### src/rtl/sys_ctrl_pkg.sv
// Shared types and widths for the run controller.
// Command encoding matches the host protocol.
package sys_ctrl_pkg;

  localparam int AW = 8;
  localparam int IW = 12;
  localparam int DW = 32;

  typedef enum logic [1:0] {
    CMD_WR_I = 2'd0,
    CMD_WR_D = 2'd1,
    CMD_RD_D = 2'd2,
    CMD_RUN  = 2'd3
  } cmd_e;

  typedef enum logic [1:0] {
    ST_LOAD,
    ST_RD_WAIT,
    ST_RUN,
    ST_DONE
  } state_e;

endpackage

### src/rtl/sys_ctrl_halt_detect.sv
// Jump-to-self detector: counts cycles the fetch
// address stays unchanged, saturating at HALT_CYCLES.
module halt_detect
  import sys_ctrl_pkg::*;
#(
  parameter int HALT_CYCLES = 4
) (
  input  logic          clk,
  input  logic          rst,
  input  logic          i_clr,
  input  logic          i_en,
  input  logic [AW-1:0] i_addr,
  output logic          o_halted
);

  localparam int SW = $clog2(HALT_CYCLES + 1);

  logic [AW-1:0] r_prev;
  logic          r_vld;
  logic [SW-1:0] r_stab;
  logic          w_same;
  logic [SW-1:0] w_stab_next;

  // First cycle of a run has no valid previous address.
  assign w_same = r_vld && (i_addr == r_prev);

  always_comb begin
    w_stab_next = '0;
    if (w_same) begin
      if (r_stab == SW'(HALT_CYCLES))
        w_stab_next = r_stab;
      else
        w_stab_next = r_stab + SW'(1);
    end
  end

  assign o_halted = i_en &&
    (w_stab_next == SW'(HALT_CYCLES));

  always_ff @(posedge clk) begin
    if (rst || i_clr) begin
      r_prev <= '0;
      r_vld  <= 1'b0;
      r_stab <= '0;
    end else if (i_en) begin
      r_prev <= i_addr;
      r_vld  <= 1'b1;
      r_stab <= w_stab_next;
    end
  end

endmodule

### src/rtl/sys_ctrl.sv
// Run controller: host load/read-back around a
// bounded processor run with halt detection.
module sys_ctrl
  import sys_ctrl_pkg::*;
#(
  parameter int HALT_CYCLES = 4,
  parameter int MAX_CYCLES  = 1000,
  parameter int RD_LAT      = 1
) (
  input  logic          clk,
  input  logic          rst,
  input  logic          host_valid,
  output logic          host_ready,
  input  logic [1:0]    host_cmd,
  input  logic [AW-1:0] host_addr,
  input  logic [DW-1:0] host_wdata,
  output logic          rd_valid,
  output logic [DW-1:0] rd_data,
  output logic          done,
  output logic          timeout,
  output logic [31:0]   cycle_count,
  output logic          cpu_rst,
  input  logic [AW-1:0] cpu_instr_addr,
  input  logic          cpu_mem_wr,
  input  logic [AW-1:0] cpu_mem_addr,
  input  logic [DW-1:0] cpu_mem_data,
  output logic          imem_wr,
  output logic [AW-1:0] imem_addr,
  output logic [IW-1:0] imem_wdata,
  output logic          dmem_wr,
  output logic [AW-1:0] dmem_addr,
  output logic [DW-1:0] dmem_wdata,
  input  logic [DW-1:0] dmem_rdata
);

  state_e        r_state;
  state_e        w_next;
  state_e        r_ret;
  cmd_e          w_cmd;
  logic          w_host_st;
  logic          w_in_run;
  logic          w_acc;
  logic          w_rd_acc;
  logic          w_run_acc;
  logic          w_halt;
  logic          w_budget;
  logic          w_finish;
  logic          w_cap;
  logic [7:0]    r_wait;
  logic [AW-1:0] r_rd_addr;
  logic [31:0]   r_cycle;
  logic [31:0]   w_cnt_inc;
  logic [DW-1:0] r_rd_data;
  logic          r_rd_valid;
  logic          r_done;
  logic          r_timeout;

  assign w_cmd     = cmd_e'(host_cmd);
  assign w_host_st = (r_state == ST_LOAD) ||
                     (r_state == ST_DONE);
  assign w_in_run  = (r_state == ST_RUN);
  assign w_acc     = host_valid && w_host_st;
  assign w_rd_acc  = w_acc && (w_cmd == CMD_RD_D);
  assign w_run_acc = w_acc && (w_cmd == CMD_RUN);

  assign w_cnt_inc = (r_cycle == '1) ?
    r_cycle : r_cycle + 32'd1;
  assign w_budget  = w_in_run &&
    (w_cnt_inc >= 32'(MAX_CYCLES));
  assign w_finish  = w_in_run && (w_halt || w_budget);

  // Capture read data in the cycle it leaves the memory.
  assign w_cap = (RD_LAT == 0) ? w_rd_acc :
    ((r_state == ST_RD_WAIT) &&
     (r_wait == 8'(RD_LAT - 1)));

  halt_detect #(
    .HALT_CYCLES(HALT_CYCLES)
  ) u_halt (
    .clk      (clk),
    .rst      (rst),
    .i_clr    (w_run_acc),
    .i_en     (w_in_run),
    .i_addr   (cpu_instr_addr),
    .o_halted (w_halt)
  );

  always_comb begin
    w_next = r_state;
    case (r_state)
      ST_LOAD, ST_DONE: begin
        if (w_rd_acc)
          w_next = ST_RD_WAIT;
        else if (w_run_acc)
          w_next = ST_RUN;
      end
      ST_RD_WAIT: begin
        if (r_wait == 8'(RD_LAT))
          w_next = r_ret;
      end
      ST_RUN: begin
        if (w_finish)
          w_next = ST_DONE;
      end
      default: w_next = ST_LOAD;
    endcase
  end

  // Memory port ownership follows registered state only.
  always_comb begin
    cpu_rst    = 1'b1;
    host_ready = 1'b0;
    imem_wr    = 1'b0;
    imem_addr  = host_addr;
    imem_wdata = host_wdata[IW-1:0];
    dmem_wr    = 1'b0;
    dmem_addr  = host_addr;
    dmem_wdata = host_wdata;
    unique case (1'b1)
      w_in_run: begin
        cpu_rst    = 1'b0;
        dmem_wr    = cpu_mem_wr;
        dmem_addr  = cpu_mem_addr;
        dmem_wdata = cpu_mem_data;
      end
      (r_state == ST_RD_WAIT): begin
        dmem_addr = r_rd_addr;
      end
      default: begin
        host_ready = 1'b1;
        imem_wr = w_acc && (w_cmd == CMD_WR_I);
        dmem_wr = w_acc && (w_cmd == CMD_WR_D);
      end
    endcase
  end

  always_ff @(posedge clk) begin
    if (rst) begin
      r_state    <= ST_LOAD;
      r_ret      <= ST_LOAD;
      r_wait     <= 8'd0;
      r_rd_addr  <= '0;
      r_rd_valid <= 1'b0;
      r_rd_data  <= '0;
      r_done     <= 1'b0;
      r_timeout  <= 1'b0;
      r_cycle    <= 32'd0;
    end else begin
      r_state    <= w_next;
      r_rd_valid <= w_cap;
      r_done     <= w_finish;
      if (w_cap)
        r_rd_data <= dmem_rdata;
      if (w_rd_acc) begin
        r_ret     <= r_state;
        r_rd_addr <= host_addr;
      end
      if (r_state == ST_RD_WAIT)
        r_wait <= r_wait + 8'd1;
      else
        r_wait <= 8'd0;
      if (w_run_acc) begin
        r_cycle   <= 32'd0;
        r_timeout <= 1'b0;
      end else if (w_in_run) begin
        r_cycle <= w_cnt_inc;
        // A halt in the budget cycle is a clean finish.
        if (w_budget && !w_halt)
          r_timeout <= 1'b1;
      end
    end
  end

  assign rd_valid    = r_rd_valid;
  assign rd_data     = r_rd_data;
  assign done        = r_done;
  assign timeout     = r_timeout;
  assign cycle_count = r_cycle;

endmodule

### config.mk
export PLATFORM = sky130hd
export DESIGN_NAME = sys_ctrl
export DESIGN_NICKNAME = d
export VERILOG_FILES = /design/src/rtl/sys_ctrl_pkg.sv /design/src/rtl/sys_ctrl_halt_detect.sv /design/src/rtl/sys_ctrl.sv
export SDC_FILE = /design/constraint.sdc
export NUM_CORES = 1
export LEC_CHECK = 0
export ABC_AREA = 1
export CORE_UTILIZATION = 46
export CTS_BUF_LIST = sky130_fd_sc_hd__clkbuf_8 sky130_fd_sc_hd__clkbuf_16
export CTS_CLUSTER_SIZE = 14
export DETAILED_ROUTE_END_ITERATION = 10
export PLACE_DENSITY = 0.87
export SLEW_MARGIN = 20
export SYNTH_ARGS = -nofsm -noshare
export SYNTH_HDL_FRONTEND = slang
export SYNTH_SLANG_ARGS = --single-unit
export TNS_END_PERCENT = 100
### constraint.sdc
create_clock -name clk -period 3.1 [get_ports clk]
set_input_delay 0.775 -clock clk [delete_from_list [all_inputs] [get_ports clk]]
set_output_delay 0.775 -clock clk [all_outputs]
set_load 0.005 [all_outputs]
Word level (Yosys, flattened, before mapping)
Index checks and enable logic that the tools add are counted.

storage, ports and cells
  input bits = 126
  register bits = 99
  word-level logic and storage cells = 69

operators by class
  multiplexer cells = 14
  order comparisons = 1
  eq/ne operators = 14
  add/sub/neg operators = 3
  reduce and logical (&&, ||, !) cells = 24
  bitwise operators = 1

operators by type and width
  operator                                                              count
  2-to-1 mux 32 bit                                                     2
  adder 32 x 1 -> 32 bit (second input constant)                        1
  equality test 32 bit (second input constant)                          1
  greater-or-equal comparator 32 x 10 -> 1 bit (second input constant)  1
  one-hot mux 8 bit (2 select lines)                                    1
  logical AND 1 bit                                                     11
  adder 8 x 1 -> 8 bit (second input constant)                          1
  equality test 2 bit (second input constant)                           4
  equality test 8 x 1 -> 1 bit (second input constant)                  1
  equality test 8 bit                                                   1
  logical NOT 8 bit                                                     1
  2-to-1 mux 2 bit                                                      4
  OR reduction 2 bit                                                    4
  equality test 3 bit (second input constant)                           2
  2-to-1 mux 3 bit                                                      2
  one-hot mux 2 bit (3 select lines)                                    1
  equality test 2 x 1 -> 1 bit (second input constant)                  2
  logical NOT 2 bit                                                     2
  adder 3 x 1 -> 3 bit (second input constant)                          1
  logical OR 1 bit                                                      3
  2-to-1 mux 1 bit                                                      3
  inequality test 3 x 2 -> 1 bit (second input constant)                1
  AND reduction 3 bit                                                   1
  inequality test 2 x 1 -> 1 bit (second input constant)                1
  5 further kinds                                                       5

Longest topological paths before layout
  depth in word-level cells = 9
  mapped depth = 18
  mapped depth without buffers = 17

By module
A second synthesis with hierarchy kept.

second synthesis, totals
  cell total of the unflattened synthesis = 959
  area total of the unflattened synthesis = 5904.4 µm²

by module, submodules not included
  module       times used  area each (µm²)  cells an instance  sequential area each (µm²)
  sys_ctrl     1           5168.7           843                1741.7
  halt_detect  1           735.7            116                240.2

Least setup slack after synthesis
OpenSTA, ideal clock, no wires.

  path kind = register to output
  start = register r_state[0]
  end = output port dmem_wdata[23]
  arrival = 1.551 ns
  path slack = 0.774 ns
  path buffers = 3
  stages on the path, launching flop included = 9
  cells stage by stage = dfxtp_1 -> inv_1 -> ha_1 -> buf_2 -> inv_2 -> clkbuf_1 -> buf_1 -> nand2_1 -> nand2_1

on the way
  longest elaborated chain between the ends = 2

RTL lines
  item                    RTL line         source
  start, declared         sys_ctrl.sv:36   state_e r_state;
  start signal, assigned  sys_ctrl.sv:149  r_state <= w_next;
  equality test 2 bit     sys_ctrl.sv:61   assign w_in_run = (r_state == ST_RUN);
  2-to-1 mux 32 bit       sys_ctrl.sv:119  unique case (1'b1)
  end, declared           sys_ctrl.sv:32   output logic [DW-1:0] dmem_wdata,

No other way between the ends.

Worst setup path in the final report
  start = register r_state[0]
  end = output port dmem_addr[1]

on the way
  longest elaborated chain between the ends = 2

RTL lines
  item                                                                        RTL line                         source
  equality test 2 x 1 -> 1 bit / equality test 2 bit (equally long branches)  sys_ctrl.sv:126, sys_ctrl.sv:61
  one-hot mux 8 bit (2 select lines) (*)                                      sys_ctrl.sv:119
  end, declared                                                               sys_ctrl.sv:31                   output logic [AW-1:0] dmem_addr,

Every way passes the cells marked *; elsewhere a longest branch is shown, timed or not.

==> parameters.txt <==
Parameter                              Value

Setup path
  Worst Path Buf+Inv    3
  Crit start category    flop
  Max Fanout on Critical Path    13
  Required @ worst endpoint    2.32 ns
  Origin of the critical flop-to-flop path    cycle_count[1]
  Sequence of cells on the critical path    inv_1, ha_4, nor2_1, buf_4, nand2_1, nand3_1, clkdlybuf4s50_1
  CP Data Arrival Time    ~2.2 ns
  Family of cells with the greatest summed delay on the critical path    buffers and inverters
  FF-to-FF path depth    16
  RR Endpoint    r_state[0]
  Worst reg2reg setup slack    0.50 ns
  Worst stage delay on the critical path    ~0.55 ns
  Element type at the critical path end    primary output
  Kind of critical path    reg -> out
  Slowest CP cell    sky130_fd_sc_hd__clkdlybuf4s50_1

Routing
  Number of DRC violations after detailed routing    0
  Via-per-instance ratio    approximately 5.0
  Total via count after detailed routing    6,758
  Final Routed Wirelength    between 15,000 and 20,000 um
  Routed WL per cell    approximately 14 um
  Initial DRT Pass Iterations    5
  DRC violation total after the first TritonRoute iteration    slightly below 500
  Post-route antenna net violation count    0

Power and ir drop
  Sequential share of power    31.6%
  Switch share    about two fifths
  Maximum resistive drop on vdd    0.425 mV
  Portion of total power attributed to the clock network    between 10% and 20%
  Leakage power figure    between 3 and 4 nW
  Cell Int Power    around 3.8 mW
  Comb power frac    between 50% and 60%
  Power density of the placed cells    ~710 nW/um2
  Psw    approximately 2.4 mW

Timing
  Measured slew at the worst slew-check pin    around 0.57 ns
  Tightest slew margin relative to the limit    around three fifths
  Setup repair after global routing missed its margin    no
  Sum of negative setup slack    0 ns
  Period Utilization, post-route    a little over nine tenths
  Pins Over Slew Limit    0
  Achievable Freq    0.342 GHz
  Tmin final    a little under 3 ns
  Final hold viol count    0
  Max Clock Skew    0.0103 ns
  Setup violations, final    0

Clock tree
  Clock Sinks    99
  TritonCTS clock tree    yes
  Latest clock arrival within the worst-skew pair    around 0.36 ns
  Maximum level of the CTS H-tree    3
  CTS Hold Bufs    0
  Root buffer cell    sky130_fd_sc_hd__clkbuf_16
  Max clock buf depth    2
  Number of CTS-inserted buffers    9
  Clk pin slew, worst setup/hold paths    ~0.080 ns

Logic synthesis
  Count of mapped cells out of synthesis    954
  Yosys synthesis warning count    0
  Biggest area consumer among synthesized cells    sky130_fd_sc_hd__dfxtp_1
  Synthesis-stage register bit count    99
  Number of different library cells in the post-synthesis netlist    36
  Share of synthesized area occupied by flip-flops and latches    33.9%
  Mapped Nets    between 1,000 and 1,500
  Leading post-synthesis cells by cell area    sky130_fd_sc_hd__dfxtp_1, sky130_fd_sc_hd__nand2_1, sky130_fd_sc_hd__nor2_1
  Mapped Area    between 5000 and 6000 um2
  Post-Syn Area per Cell    6.12 um2
  Proportion of netlist area held by the largest area contributor    between 30% and 40%

Finish
  Total area of multi-input combinational cells    3220 um2
  Number of filler cells placed in the layout    between 1,000 and 1,500
  Most used cells in the layout excluding fill and tap cells    sky130_fd_sc_hd__nand2_1, sky130_fd_sc_hd__clkdlybuf4s50_1, sky130_fd_sc_hd__nor2_1, sky130_fd_sc_hd__dfxtp_1, sky130_fd_sc_hd__inv_1
  Number of nets in the finished design    between 1,000 and 1,500
  Most common cell after layout, fill and taps aside    sky130_fd_sc_hd__nand2_1
  Diode insertion count for antenna repair    0
  Share of post-route cells with drive strength above 1    around 5.5%
  Flip-flop and latch area    about 2000 um2
  Filler-free cell count of the finished design    1,354
  Growth of design area from synthesis to finish    50.0%

Global route
  Antenna violations before repair    0
  GRT overflow    0
  Maximum number of pins on one net before global-route repair    between 50 and 60
  Wire length of the first global-routing pass    between 20,000 and 30,000 um
  Total Routing Usage GR    between 20% and 30%
  Vias in the first global route    between 6,000 and 7,000

Hold path
  Hold path startpoint    timeout
  Worst hold path depth    2
  Hold Crit Endpoint    timeout
  Tightest Hold Check Type    reg -> reg

Floorplanning
  Vert. Die Dim    115 um
  Initial cell density of the core    a little under half
  Die extent in x    about 110 um
  FP Rows    40
  Boundary pin count    around 260
  CORE AREA    approximately 12,000 um2
  Die Footprint    approximately 13,000 um2

Placement
  Final HPWL from detailed placement    between 10,000 and 15,000 um
  Gp weighted congestion    approximately 0.93
  # placed instances    about 1,300
  Count of buffers inserted at the top-level ports    256

Run status
  Status    complete, no violations

Job
  Maximum Capacitance Violations    0
cell families after synthesis:
logic type / after synthesis / synth area share (%)
AO/OA/AOI/OAI: 129 / 11.9
AND/OR/NAND/NOR: 564 / 40.4
flip-flops: 99 / 33.9
adder cells (fa/ha/maj): 8 / 1.71
buffers and inverters: 148 / 11.1
XOR/XNOR: 6 / 0.900
Yosys cell counts, drive strengths merged:
cell type / number
o211ai: 7
nor2: 187
clkbuf: 22
clkinv: 2
o31ai: 1
nor3b: 2
xor2: 2
nor4: 2
dfxtp: 99
or2: 2
o22ai: 2
o21a: 1
a22oi: 1
nand3b: 4
inv: 89
o21ai: 69
a211oi: 9
a21oi: 39
nand4: 6
nand3: 69
xnor2: 4
nor2b: 1
nand2: 282
ha: 8
buf: 35
nor3: 9
worst max path at each step:
stage                            from             end  slack, ns  depth (start not counted)
final                      r_state[0]    dmem_addr[1]       0.18                          7
after global routing       r_state[0]  dmem_wdata[13]       0.01                          7
after CTS                  r_state[0]    dmem_addr[1]      0.006                          6
after detailed placement   host_valid         dmem_wr       0.19                          4
after global placement    host_cmd[0]         dmem_wr       0.21                          4
after floorplan            r_state[0]  dmem_wdata[23]       0.77                          8
through the flow:
step | setup slack (ns) | utilization, % | cell area (um2) | hold WS, ns | total power, mW
detailed placement | 0.193 | 69.0 | 8430 | 0.452 | 5.07
finish | 0.179 | 71.7 | 8760 | 0.460 | 6.26
floorplan | 0.774 | - | 5840 | 0.433 | 3.43
CTS | 0.00585 | 71.5 | 8730 | 0.463 | 6.23
global placement | 0.207 | 69.0 | 8430 | 0.444 | 5.02
global route | 0.0140 | 71.7 | 8760 | 0.493 | 6.72
worst min-delay path, cell delays in order (launching register included):
cell	delay, ns
sky130_fd_sc_hd__dfxtp_1	0.32
sky130_fd_sc_hd__inv_1	0.05
sky130_fd_sc_hd__a21oi_1	0.05
flip-flops by register name, indices dropped and copies added, names as in the netlist, 2 cells and up:
signal	count
r_state	2
r_rd_addr	8
u_halt.r_prev	8
rd_data	32
u_halt.r_stab	3
r_ret	2
r_wait	8
cycle_count	32
power by group through the flow:
stage,Sequential [mW],Clock [mW],Combinational (mW)
after global placement,1.98,0,3.04
after global routing,2.02,1.22,3.48
after CTS,1.96,1.17,3.10
after detailed placement,1.99,0,3.08
final,1.98,1.14,3.14
after floorplan,1.95,0,1.48
layer usage:
| metal | vias to the layer above | GRT usage, % | routed length, um |
|---|---|---|---|
| li1 | 3458 | - | - |
| met1 | 2989 | 35.6 | 7710 |
| met2 | 280 | 47.1 | 8800 |
| met3 | 31 | 8.21 | 1450 |
| met4 | 0 | 8.48 | 380 |
| met5 | - | 0 | 0 |
area by class of cell:
class	instances	area share, %
multi-input cells	707	36.8
flip-flops and latches	99	22.6
clock buffers	10	2.73
repair buffers	273	30.9
clock inverters	6	0.700
inverters	91	3.94
well taps	168	2.40
repair_timing:
item	CTS	global route
endpoints found under the setup margin	0	8
gates resized for setup	0	2
hold endpoints to repair	0	0
buffers inserted	0	2
Note: power is estimated with default switching activity, not from simulation.
==> RTL change, RTL diff (same settings) <==
The 4 states of `state_e` get a one-hot encoding in 4 bits.
--- a/src/rtl/sys_ctrl_pkg.sv
+++ b/src/rtl/sys_ctrl_pkg.sv
@@ -13,11 +13,11 @@
     CMD_RUN  = 2'd3
   } cmd_e;
 
-  typedef enum logic [1:0] {
-    ST_LOAD,
-    ST_RD_WAIT,
-    ST_RUN,
-    ST_DONE
+  typedef enum logic [3:0] {
+    ST_LOAD    = 4'b0001,
+    ST_RD_WAIT = 4'b0010,
+    ST_RUN     = 4'b0100,
+    ST_DONE    = 4'b1000
   } state_e;
 
 endpackage
Function: same outputs for any inputs over 4 cycles, from zero or initial values and one cycle with rst high; so few cycles prove little.
==> RTL change against the original RTL <==
First-iteration DRC count decreased by 19%. Critical path depth fell by 2. Sequential share of layout area up 0.73 points. Design area rose by 0.79%. Setup slack got worse by 0.043 ns. Routed wire length down 4.0%. Sequential cell count rose by 4. Synthesized area up 1.8%. Global-route usage down 2.4 points. Critical path type unchanged. Critical endpoint is now dmem_addr[7]. Highest routed layer unchanged.
Power is not compared: it rests on default switching activity, and its combinational part moved more than twofold at a synthesized area within 25%.
==> RTL change: results (changes against the original RTL) <==
wire length on met2=8.45 mm (-4.0%); placed wire-length estimate=13.7 mm (-2.9%); first-pass GRT wire length=27.4 mm (-7.5%); routability cong.=0.929 (+0.40%); Synth cell types=43 (+19%); top cells by count, synth=nand2_1, nor2_1, dfxtp_1; grt met3 use=0.0685 (-0.0135); Worst Path Arrival=2.19 ns (+0.04 ns); largest net degree at the start of global routing=47 (-18%); crit path time final=2.96 ns (+0.0429 ns); Tightest Pin Transition=0.451 ns (-0.122 ns); routed len/inst=13.1 um (-3.3%); GR Util All Layers=0.260 (-0.0239); Post-DP Area=8530 sq um (+1.1%); RR Endpoint=r_state[1]$_SDFFE_PP0P_; Reg2Reg Launch Point=cycle_count[0]$_SDFFE_PP0P_; final WL=17.6 mm (-4.0%); DRT met1 WL=6.97 mm (-9.6%); crit path launch=r_state[1]$_SDFFE_PP0P_; Net Count, Synth=1077 (-1.0%); vias in the first global route=5962 (-1.9%); status=completed; clk_skew=0.00590 ns (-0.00439 ns); DR WL met3=1.86 mm (+29%); Worst-Skew Late Latency=0.34 ns (-0.02 ns); Hold EP=r_ret[2]$_SDFFE_PP0P_; met1 usage in global routing=0.295 (-0.0606)
-- RTL change: cell type report --
type	count	area, sq um
tap	172	215
clock inverter	6	61.3
clock buffer	9	225
sequential	103	2060
timing repair buffer	269	2680
fill	1065	3790
multi-input combinational	680	3190
inverter	105	397
-- RTL change: cell families after synthesis --
group,after synthesis,synth area share
XOR/XNOR,13,0.0204
flip-flops,103,0.347
buffers and inverters,162,0.118
AO/OA/AOI/OAI,147,0.134
adder cells (fa/ha/maj),6,0.0126
AND/OR/NAND/NOR,514,0.368
-- RTL change: worst max-delay path: cells and delay by family, from the launching register on --
family / cells / cell delay [ns]
buffers and inverters: 3 / 0.81
DFF: 1 / 0.42
AOI/OAI and AO/OA: 1 / 0.22
and+or+nand+nor: 1 / 0.39
-- RTL change: where the power goes --
| group | total, mW | switching, mW | internal, mW |
|---|---|---|---|
| Sequential | 1.60 | 0.130 | 1.47 |
| Combinational | 1.36 | 0.637 | 0.719 |
| Clock | 1.13 | 0.507 | 0.621 |
| Total | 4.09 | 1.27 | 2.81 |
